### src/rtl/clk_div_ratio_ctrl_pkg.sv
// Shared types and constants for the divider ratio controller.
// The controller FSM state and the smallest ratio the divider can produce.
package clk_div_ctrl_pkg;

   typedef enum logic {
      IDLE    = 1'b0,
      PENDING = 1'b1
   } ctrl_state_e;

   localparam int MIN_RATIO = 2;

endpackage

### src/rtl/clk_div_ratio_ctrl_if.sv
// Request handshake and divider-facing outputs of the ratio controller.
// The master modport is the requester side; the slave modport is the controller.
interface clk_div_ratio_ctrl_if #(
   parameter int WIDTH = 3
) ();

   logic             req_valid;
   logic [WIDTH-1:0] req_ratio;
   logic             req_ready;
   logic [WIDTH-1:0] div_ratio;
   logic             period_start;
   logic             upd_done;
   logic             upd_err;

   modport master (
      output req_valid, req_ratio,
      input  req_ready, div_ratio, period_start, upd_done, upd_err
   );

   modport slave (
      input  req_valid, req_ratio,
      output req_ready, div_ratio, period_start, upd_done, upd_err
   );

endinterface

### src/rtl/clk_div_ratio_ctrl_ratio_phase_cnt.sv
// Phase counter mirroring the divider's position within its output period.
// Counts 0..ratio-1, flags the last cycle, and can be forced to zero on a ratio change.
module ratio_phase_cnt #(
   parameter int WIDTH = 3
) (
   input  logic             clock,
   input  logic             reset,
   input  logic [WIDTH-1:0] ratio,
   input  logic             load_zero,
   output logic [WIDTH-1:0] phase,
   output logic             wrap
);

   logic [WIDTH-1:0] phase_cnt_q;
   logic [WIDTH-1:0] phase_cnt_d;

   // ratio is never below 2, so ratio-1 cannot underflow
   assign wrap  = (phase_cnt_q == (ratio - WIDTH'(1)));
   assign phase = phase_cnt_q;

   always_comb begin
      phase_cnt_d = phase_cnt_q + WIDTH'(1);
      if (load_zero || wrap) begin
         phase_cnt_d = '0;
      end
   end

   always_ff @(posedge clock) begin
      if (reset) begin
         phase_cnt_q <= '0;
      end else begin
         phase_cnt_q <= phase_cnt_d;
      end
   end

endmodule

### src/rtl/clk_div_ratio_ctrl.sv
// Owns the divider's ratio bus: validates change requests and applies a legal
// change only at a period boundary, so the divider never sees a mid-period switch.
module clk_div_ratio_ctrl
   import clk_div_ctrl_pkg::*;
#(
   parameter int WIDTH         = 3,
   parameter int DEFAULT_RATIO = 2
) (
   input  logic                 clock,
   input  logic                 reset,
   clk_div_ratio_ctrl_if.slave  bus
);

   ctrl_state_e      state_q;
   ctrl_state_e      state_d;
   logic [WIDTH-1:0] div_ratio_q;
   logic [WIDTH-1:0] div_ratio_d;
   logic [WIDTH-1:0] pend_ratio_q;
   logic [WIDTH-1:0] pend_ratio_d;
   logic             req_ready_q;
   logic             req_ready_d;
   logic             upd_done_q;
   logic             upd_done_d;
   logic             upd_err_q;
   logic             upd_err_d;

   logic             accept;
   logic             load_zero;
   logic [WIDTH-1:0] phase;
   logic             wrap;

   ratio_phase_cnt #(
      .WIDTH (WIDTH)
   ) u_phase_cnt (
      .clock     (clock),
      .reset     (reset),
      .ratio     (div_ratio_q),
      .load_zero (load_zero),
      .phase     (phase),
      .wrap      (wrap)
   );

   assign accept = bus.req_valid && req_ready_q;

   always_comb begin
      state_d      = state_q;
      div_ratio_d  = div_ratio_q;
      pend_ratio_d = pend_ratio_q;
      upd_done_d   = 1'b0;
      upd_err_d    = 1'b0;
      load_zero    = 1'b0;
      case (state_q)
         IDLE: begin
            // A wrap coinciding with acceptance is not used; the change waits a full period
            if (accept) begin
               if (bus.req_ratio < WIDTH'(MIN_RATIO)) begin
                  upd_err_d = 1'b1;
               end else if (bus.req_ratio == div_ratio_q) begin
                  upd_done_d = 1'b1;
               end else begin
                  pend_ratio_d = bus.req_ratio;
                  state_d      = PENDING;
               end
            end
         end
         PENDING: begin
            if (wrap) begin
               div_ratio_d = pend_ratio_q;
               load_zero   = 1'b1;
               upd_done_d  = 1'b1;
               state_d     = IDLE;
            end
         end
         default: begin
            state_d = IDLE;
         end
      endcase
      req_ready_d = (state_d == IDLE);
   end

   always_ff @(posedge clock) begin
      if (reset) begin
         state_q      <= IDLE;
         div_ratio_q  <= WIDTH'(DEFAULT_RATIO);
         pend_ratio_q <= '0;
         req_ready_q  <= 1'b1;
         upd_done_q   <= 1'b0;
         upd_err_q    <= 1'b0;
      end else begin
         state_q      <= state_d;
         div_ratio_q  <= div_ratio_d;
         pend_ratio_q <= pend_ratio_d;
         req_ready_q  <= req_ready_d;
         upd_done_q   <= upd_done_d;
         upd_err_q    <= upd_err_d;
      end
   end

   assign bus.req_ready    = req_ready_q;
   assign bus.div_ratio    = div_ratio_q;
   assign bus.period_start = (phase == '0);
   assign bus.upd_done     = upd_done_q;
   assign bus.upd_err      = upd_err_q;

endmodule

### src/flat_wrapper.sv
// flat-port wrapper written by rule: the top's interface ports become plain ports
module clk_div_ratio_ctrl_flat import clk_div_ctrl_pkg::*;
#(
   parameter int WIDTH         = 3,
   parameter int DEFAULT_RATIO = 2
)
  (clock, reset, bus_req_valid, bus_req_ratio, bus_req_ready, bus_div_ratio, bus_period_start, bus_upd_done, bus_upd_err);
  clk_div_ratio_ctrl_if #(.WIDTH(WIDTH)) bus_i ();
  input  logic clock;
  input  logic reset;
  input wire logic [$bits(bus_i.req_valid)-1:0] bus_req_valid;
  input wire logic [$bits(bus_i.req_ratio)-1:0] bus_req_ratio;
  output wire logic [$bits(bus_i.req_ready)-1:0] bus_req_ready;
  output wire logic [$bits(bus_i.div_ratio)-1:0] bus_div_ratio;
  output wire logic [$bits(bus_i.period_start)-1:0] bus_period_start;
  output wire logic [$bits(bus_i.upd_done)-1:0] bus_upd_done;
  output wire logic [$bits(bus_i.upd_err)-1:0] bus_upd_err;
  assign bus_i.req_valid = bus_req_valid;
  assign bus_i.req_ratio = bus_req_ratio;
  assign bus_req_ready = bus_i.req_ready;
  assign bus_div_ratio = bus_i.div_ratio;
  assign bus_period_start = bus_i.period_start;
  assign bus_upd_done = bus_i.upd_done;
  assign bus_upd_err = bus_i.upd_err;
  clk_div_ratio_ctrl #(.WIDTH(WIDTH), .DEFAULT_RATIO(DEFAULT_RATIO)) u_core (.clock(clock), .reset(reset), .bus(bus_i));
endmodule
### config.mk
export PLATFORM = sky130hd
export DESIGN_NAME = clk_div_ratio_ctrl_flat
export DESIGN_NICKNAME = d
export VERILOG_FILES = /design/src/rtl/clk_div_ratio_ctrl_pkg.sv /design/src/rtl/clk_div_ratio_ctrl_if.sv /design/src/rtl/clk_div_ratio_ctrl_ratio_phase_cnt.sv /design/src/rtl/clk_div_ratio_ctrl.sv /design/src/flat_wrapper.sv
export SDC_FILE = /design/constraint.sdc
export NUM_CORES = 1
export LEC_CHECK = 0
export BUFFER_PORTS_ARGS = -buffer_cell sky130_fd_sc_hd__buf_2
export CORE_MARGIN = 5
export CORE_UTILIZATION = 45
export DETAILED_ROUTE_END_ITERATION = 12
export PLACE_DENSITY_LB_ADDON = 0.08
export SLEW_MARGIN = 25
export SYNTH_ARGS = -nofsm -noshare
export SYNTH_HDL_FRONTEND = slang
export SYNTH_SLANG_ARGS = --single-unit
### constraint.sdc
create_clock -name clock -period 3.4 [get_ports clock]
set_clock_uncertainty 0.15 [all_clocks]
set_input_delay 0.17 -clock clock [delete_from_list [all_inputs] [get_ports clock]]
set_output_delay 0.17 -clock clock [all_outputs]
set_load 0.005 [all_outputs]
Word level (Yosys, flattened, before mapping)
Index checks and enable logic that the tools add are counted.
{"block": "word_totals", "wordCells": 36, "n_memories": 0, "mem_bits_ro": 0, "ff_bits": 13, "input_bits": 6, "out_inout_bits": 7, "latchBits": 0, "mem_bits_rw": 0}
{"block": "op_classes", "div_mod_pow": 0, "n_mul": 0, "n_reduce_logical": 7, "bitwise": 5, "shifts": 0, "order_cmp": 1, "mux": 12, "eq_ne": 2, "add_sub_neg": 2}
{"operator": "2-to-1 mux 1 bit", "count": 10}
{"operator": "equality test 3 bit", "count": 2}
{"operator": "NOT 1 bit", "count": 5}
{"operator": "case mux 1 bit (2 select lines)", "count": 2}
{"operator": "AND reduction 4 bit", "count": 1}
{"operator": "adder 3 x 1 -> 3 bit (second input constant)", "count": 1}
{"operator": "logical NOT 3 bit", "count": 1}
{"operator": "< comparator 3 x 2 -> 1 bit (second input constant)", "count": 1}
{"operator": "OR reduction 3 bit", "count": 1}
{"operator": "subtractor 3 x 1 -> 3 bit (second input constant)", "count": 1}
{"operator": "AND reduction 2 bit", "count": 1}
{"operator": "OR reduction 2 bit", "count": 1}
{"operator": "logical AND 1 bit", "count": 1}
{"operator": "logical OR 1 bit", "count": 1}

Depth between registers and ports, before layout
Gate-level depths: netlist (run 1).
{"block": "logic_depth", "word_depth": 6, "depth_mapped": 7, "depth_no_buf": 6}

Hierarchy
A second synthesis (run 1) with hierarchy kept.
{"block": "unflattened", "cells_unflattened": 59, "hier_area_um2": 588.1}
{"mod": "clk_div_ratio_ctrl", "cells_each": 42, "instances": 1, "area_each_um2": 401.6, "seq_area_each_um2": 200.2}
{"mod": "ratio_phase_cnt", "cells_each": 17, "instances": 1, "area_each_um2": 186.4, "seq_area_each_um2": 60.1}

Worst setup path before layout (run 1)
Ideal clock, no wire load.
{"block": "synth_path", "kind": "register -> register", "start": "reg u_core.div_ratio_q[0] (netlist: u_core.bus.div_ratio[0])", "end": "reg u_core.req_ready_q (netlist: u_core.bus.req_ready)", "t_arrival_ns": 1.466, "t_required_ns": 3.136, "period_less_slack_ns": 1.730, "path_slack_ns": 1.670, "path_stages_with_launch": 8, "cell_sequence": "dfxtp_1 inv_1 ha_1 xor2_1 and3_1 buf_6 nand2b_4 a21o_1"}
{"block": "synth_via", "elab_chain_cells": 6, "word_cells_on_any_way": 9}
{"item": "from (decl)", "line": "clk_div_ratio_ctrl.sv:16", "text": "logic [WIDTH-1:0] div_ratio_q;"}
{"item": "from (signal assigned)", "line": "clk_div_ratio_ctrl.sv:84", "text": "div_ratio_q <= WIDTH'(DEFAULT_RATIO);"}
{"item": "from (signal assigned)", "line": "clk_div_ratio_ctrl.sv:91", "text": "div_ratio_q <= div_ratio_d;"}
{"item": "parallel branches: the longest is 4 deep, another holds subtractor 3 x 1 -> 3 bit"}
{"item": "case mux 1 bit (2 select lines) (*)", "line": "clk_div_ratio_ctrl.sv:52", "text": "case (state_q)"}
{"item": "NOT 1 bit (*)", "line": "clk_div_ratio_ctrl.sv:78", "text": "req_ready_d = (state_d == IDLE);"}
{"item": "to (signal assigned)", "line": "clk_div_ratio_ctrl.sv:93", "text": "req_ready_q <= req_ready_d;"}
{"item": "to (decl)", "line": "clk_div_ratio_ctrl.sv:20", "text": "logic req_ready_q;"}
Every way passes the cells marked *.
A chain may end at the register's enable or synchronous reset.

Final worst setup path (run 1)
{"block": "layout_path", "start": "reg u_core.div_ratio_q[0] (netlist: u_core.bus.div_ratio[0])", "end": "reg u_core.state_q"}
{"block": "layout_via", "elab_chain_cells": 5, "word_cells_on_any_way": 8}
{"item": "parallel branches: the longest is 4 deep, another holds subtractor 3 x 1 -> 3 bit"}
{"item": "case mux 1 bit (2 select lines) (*)", "line": "clk_div_ratio_ctrl.sv:52"}
{"item": "to (signal assigned)", "line": "clk_div_ratio_ctrl.sv:90", "text": "state_q <= state_d;"}
{"item": "to (decl)", "line": "clk_div_ratio_ctrl.sv:14", "text": "ctrl_state_e state_q;"}
Marked as above.

==> out/results.ini, run 1 <==
[outcome]
status=complete, no violations

[placement]
portBuffers=12
globalplace.congestion=0.7372
place_worst_setup_slack_ns=1.635
dpl.hpwl_um=792.9

[grt]
grt_pass1_vias=406
grt_pass1_wl_mm=1.738
antenna_found_initial=0
overflow=0
grt_util_all_layers=0.1146
grt_max_degree=15

[synth]
syn_area_um2=615.6
synthTopCellsByCount=dfxtp_1, a21oi_1, xor2_1
synth-seq-cells=13
yosys.area.top_type=dfxtp_1
synth_nets=71
synthCells=62
synth.area.top_cells=dfxtp_1, xor2_1, ha_1
async_flop_share=0
yosysWarnings=0
synth.top_cell.area_share=0.4228
synth_most_common_cell=dfxtp_1
ys_types=25
synth_edf_count=0
seq_area_frac_synth=0.4228
avgSynthCellArea_um2=9.929
synth_flop_cell=dfxtp_1

[worst_hold_path]
worstHoldStart=bus_req_ratio[2]
holdCritPathClass=in -> reg

[final_layout]
antenna_cells=0
n_fill_cell=135
final_nets=86
multi_input_area_um2=320.3
drive_gt1_frac=0.2500
final_util=0.5385
area_delta_synth_final_pct=13.82
seq_area_um2=260.3

[routing]
drc=0
vias=455
first_iter_violations=10
dr.pass1.iters=4
wirelength_mm=1.033
final_antenna_net_count=0
avgRoutedWirePerCell_um=11.35
via_per_inst=5.000

[setup_path]
cp.required_ns=3.41
path_class=reg -> reg
critPathLaunchType=register
endpoint_kind=register
crit_start=u_core.bus.div_ratio[0]
r2r_start=u_core.bus.div_ratio[0]
cp.arrival_ns=1.78
critPathMaxFanout=6

[cts]
numCtsBuffers=3
htree_levels=1
root_buffer=clkbuf_4
insertion_delay_ns=0.27
cts_max_path_buffers=2
cts-hold-fix-buffers=0
clock-sinks=13
post_cts_buffers=0
post_cts_resize_count=0
cts_tree=yes
clk_pin_slew_ns=0.08

[run]
max_cap_viol_count=0

[pwr]
swShare=0.2782
internal_power_w=0.0002566
power_frac_seq=0.510
p_comb_frac=0.231
p_leak_nw=0.3104
power_density_nw_per_um2=507.3
clockPowerShare=0.259
vdd_drop_max_mv=0.3056
power_w=0.0003555
switching_power_w=0.00009888

[sta]
max_freq_ghz=0.5647
finalCriticalPeriod_ns=1.771
grt_setup_unrepaired=no
worst_slack_ns=1.629
drv_slew=0
relSlewSlack=0.8323
hold_ws_ns=0.02416
setup_viol=0
tns_ns=0
hold_viol=0
fin_crit_sh=0.5208
tightest_slew_ns=0.2516

[floorplanning]
die_y_um=46.99
dieArea_um2=2208
die_w_um=46.99
ios=13
initial_core_util=0.4731
coreArea_um2=1301
num_rows=13

==> cells in the final DEF, fill, tap and decap left out, types with 2 or more instances in the layout <==
cell	n
dfxtp_1	13
nor2_1	4
nand3_1	2
buf_2	12
xor2_1	5
ha_1	3
clkbuf_4	3
a21oi_1	5
nor3b_1	2
nor3_1	4
mux2i_1	3
nand2_1	3
inv_1	4
==> layer usage <==
metal,vias to the layer above,wire length (µm),track usage
met4,0,12,0.03315
met1,199,464,0.1389
met5,-,0,0
met2,16,453,0.1789
li1,238,-,-
met3,2,102,0.05747
==> kinds of logic after synthesis <==
group,count (synthesis),synth area share
compound gates,7,0.06910
xor+xnor,7,0.1219
fa+ha+maj,3,0.06098
buf+inv,6,0.05690
flops,13,0.4228
mux,3,0.04878
simple gates,23,0.2195
==> path summary, 6_finish.rpt <==
path | end | slack, ns | cells past startpoint
max | u_core.state_q | 1.63 | 6
min | u_core.pend_ratio_q[2] | 0.02 | 3
max reg2reg | u_core.state_q | 1.63 | 6
min reg2reg | u_core.bus.div_ratio[2] | 0.32 | 2
==> final cells by class <==
type                       instances  area share
tap                               15     0.02679
timing repair buffer              12     0.08571
multi-input combinational         43      0.4571
clock buffer                       4     0.03750
inverter                           4     0.02143
sequential                        13      0.3714
==> sequential cells by signal, summed over array words and instances (netlist names) <==
signal	cells
u_core.u_phase_cnt.phase	3
u_core.state_q	1
u_core.bus.upd_err	1
u_core.bus.div_ratio	3
u_core.pend_ratio_q	3
u_core.bus.upd_done	1
u_core.bus.req_ready	1
==> critical path: stages (launching register included) <==
cell and delay [ns]:
dfxtp_1 0.41, inv_1 0.07, ha_1 0.30, xor2_1 0.18
and3_1 0.31, nand2b_4 0.18, a21oi_1 0.07
==> metrics by stage <==
stage                     instance area [µm²]  std cells
after CTS                               700.7         91
after floorplan                         615.6         62
after detailed placement                674.4         87
after global placement                  674.4         87
after global routing                    700.7         91
final                                   700.7         91
==> power groups by stage <==
| stage | Sequential [W] | Combinational (W) | Clock [W] |
|---|---|---|---|
| global route | 0.000184 | 0.0000936 | 0.000105 |
| CTS | 0.000181 | 0.0000836 | 0.0000968 |
| finish | 0.000181 | 0.0000821 | 0.0000921 |
| global placement | 0.000185 | 0.0000823 | 0 |
| detailed placement | 0.000185 | 0.0000830 | 0 |
| floorplan | 0.000183 | 0.0000692 | 0 |
(Power assumes the default switching activity.)
==> run 2, diff against run 1 <==
- clock period: 3.4 -> 1.7 ns (I/O delays scaled with it)
==> run 2 against run 1 <==
Effect of this change:
- sequential share of layout area shrank 4.3 points
- global-route usage grew 1.2 points
- sequential power grew 100%
- largest cell class unchanged
==> out/results.ini, run 2 (synthesis results as in run 1) <==
[setup_path]
path_class=reg -> reg  ; unchanged
endpoint_kind=register  ; unchanged
r2r_start=u_core.bus.div_ratio[0]  ; unchanged
crit_family=flip-flops  ; was simple AND/OR/NAND/NOR gates
cp.required_ns=1.77  ; was 3.41 ns
regToRegSetupSlack_ns=0.09  ; was 1.63 ns
worst_r2r_endpoint=u_core.bus.div_ratio[1]  ; was u_core.state_q
crit_chain=inv_1 > ha_4 > xor2_1 > nand4_1 > buf_4 > a21oi_2  ; was inv_1 > ha_1 > xor2_1 > and3_1 > nand2b_4 > a21oi_1
cp_slowest_stage_delay_ns=0.33  ; was 0.41 ns
reg2regPathDepth=6  ; unchanged
cp.buffers_inverters=2  ; was 1
critPathSlowestCell=dfxtp_2  ; was dfxtp_1
cp.arrival_ns=1.68  ; was 1.78 ns
critPathMaxFanout=5  ; was 6
critPathLaunchType=register  ; unchanged

[floorplanning]
dieArea_um2=2208  ; unchanged
die_w_um=46.99  ; unchanged
coreArea_um2=1301  ; unchanged
die_y_um=46.99  ; unchanged
num_rows=13  ; unchanged
initial_core_util=0.4731  ; unchanged
ios=13  ; unchanged

[grt]
grt_pass1_wl_mm=1.856  ; was 1.738 mm
overflow=0  ; unchanged
antenna_found_initial=0  ; unchanged
grt_util_all_layers=0.1268  ; was 0.1146
grt_max_degree=15  ; unchanged
grt_pass1_vias=445  ; was 406

[sta]
finalCriticalPeriod_ns=1.609  ; was 1.771 ns
fin_crit_sh=0.9467  ; was 0.5208
tns_ns=0  ; unchanged
max_freq_ghz=0.6213  ; was 0.5647 GHz
drv_slew=0  ; unchanged
relSlewSlack=0.8258  ; was 0.8323
tightest_slew_ns=0.2614  ; was 0.2516 ns
hold_viol=0  ; unchanged
setup_viol=0  ; unchanged
worst_slack_ns=0.09059  ; was 1.629 ns

[routing]
final_antenna_net_count=0  ; unchanged
first_iter_violations=2  ; was 10
via_per_inst=5.020  ; was 5.000
avgRoutedWirePerCell_um=11.85  ; was 11.35 µm
wirelength_mm=1.173  ; was 1.033 mm
dr.pass1.iters=3  ; was 4
vias=497  ; was 455
drc=0  ; unchanged

[pwr]
power_density_nw_per_um2=933.2  ; was 507.3 nW/µm²
p_leak_nw=0.3476  ; was 0.3104 nW
vdd_drop_max_mv=0.4522  ; was 0.3056 mV

[cts]
clock-sinks=13  ; unchanged
htree_levels=1  ; unchanged
cts_max_path_buffers=2  ; unchanged
clk_pin_slew_ns=0.08  ; about the same
numCtsBuffers=3  ; unchanged
root_buffer=clkbuf_4  ; unchanged
cts_tree=yes  ; unchanged
insertion_delay_ns=0.28  ; was 0.27 ns

[worst_hold_path]
holdCritPathClass=in -> reg  ; unchanged
holdPathStages=3  ; unchanged
worstHoldStart=bus_req_valid  ; was bus_req_ratio[2]
hold_end=u_core.bus.upd_err  ; was u_core.pend_ratio_q[2]

[final_layout]
final_util=0.6144  ; was 0.5385
final_nets=94  ; was 86
final_common_cell=buf_2  ; was dfxtp_1
final_cell_mix=buf_2, dfxtp_1, xor2_1  ; was dfxtp_1, buf_2, xor2_1, a21oi_1
antenna_cells=0  ; unchanged
area_delta_synth_final_pct=29.88  ; was 13.82%
drive_gt1_frac=0.3571  ; was 0.2500

[placement]
portBuffers=12  ; unchanged
dpl.hpwl_um=836.8  ; was 792.9 µm
globalplace.congestion=0.7016  ; was 0.7372
place_worst_setup_slack_ns=0.03156  ; was 1.635 ns

[run]
max_cap_viol_count=0  ; unchanged

[outcome]
status=complete, no violations  ; unchanged

-- run 2: cell types whose count changed in the layout (fill, tap and decap cells not counted), moves of 2 or more --
cell           change
dlygate4sd3_1      +4
dfxtp_1            -2
buf_4              +4
dfxtp_2            +2
-- run 2: worst max-delay path by stage --
stage	startpoint	end	slack, ns	depth (start not counted)
finish	u_core.bus.div_ratio[0]	u_core.bus.div_ratio[1]	0.09	6
global route	u_core.bus.div_ratio[0]	u_core.bus.div_ratio[1]	-0.003	6
CTS	u_core.bus.div_ratio[0]	u_core.state_q	0.02	6
detailed placement	u_core.bus.div_ratio[0]	u_core.state_q	0.03	6
global placement	u_core.bus.div_ratio[0]	u_core.state_q	0.07	6
floorplan	u_core.bus.div_ratio[1]	u_core.bus.req_ready	0.02	7
-- run 2: per-layer routing --
metal	wire length [µm]	up-vias	track usage
li1	-	253	-
met4	39	0	0.09945
met1	571	228	0.1544
met5	0	-	0
met2	512	11	0.1870
met3	50	5	0.03448
-- run 2: worst min-delay path, cell delays in order --
cell     delay (ns)
buf_2          0.09
and3b_1        0.19
nor3b_1        0.14
-- run 2: power by group --
| group | leakage [nW] | total [W] | switching [W] | internal [W] |
|---|---|---|---|---|
| registers | 0.106 | 0.000362 | 0.0000267 | 0.000335 |
| logic | 0.226 | 0.000195 | 0.0000871 | 0.000108 |
| clock network | 0.0150 | 0.000189 | 0.0000981 | 0.0000910 |
-- run 2: through the flow --
stage               std cells  hold WS (ns)  instance area (µm²)   power, W
detailed placement         90        0.2151                698.2  0.0005415
global route               99        0.1136                799.5  0.0007957
global placement           90        0.2051                698.2  0.0005378
finish                     99        0.1272                799.5  0.0007461
CTS                        98        0.1253                764.5  0.0007369
floorplan                  62       0.01080                616.8  0.0005041
-- run 2: cell type report --
cell class	instances	area, µm²
inverter	4	15.01
multi-input combinational	43	346.6
sequential	13	262.8
tap	15	18.77
clock buffer	4	26.28
timing repair buffer	20	130.1
fill	128	501.7
-- run 2: what timing repair did --
action | in CTS | in global routing
endpoints found under the hold margin | 5 | 0
buffers inserted | 0 | 1
gates resized for setup | 0 | 7
hold buffers | 4 | 0
endpoints found under the setup margin | 0 | 5
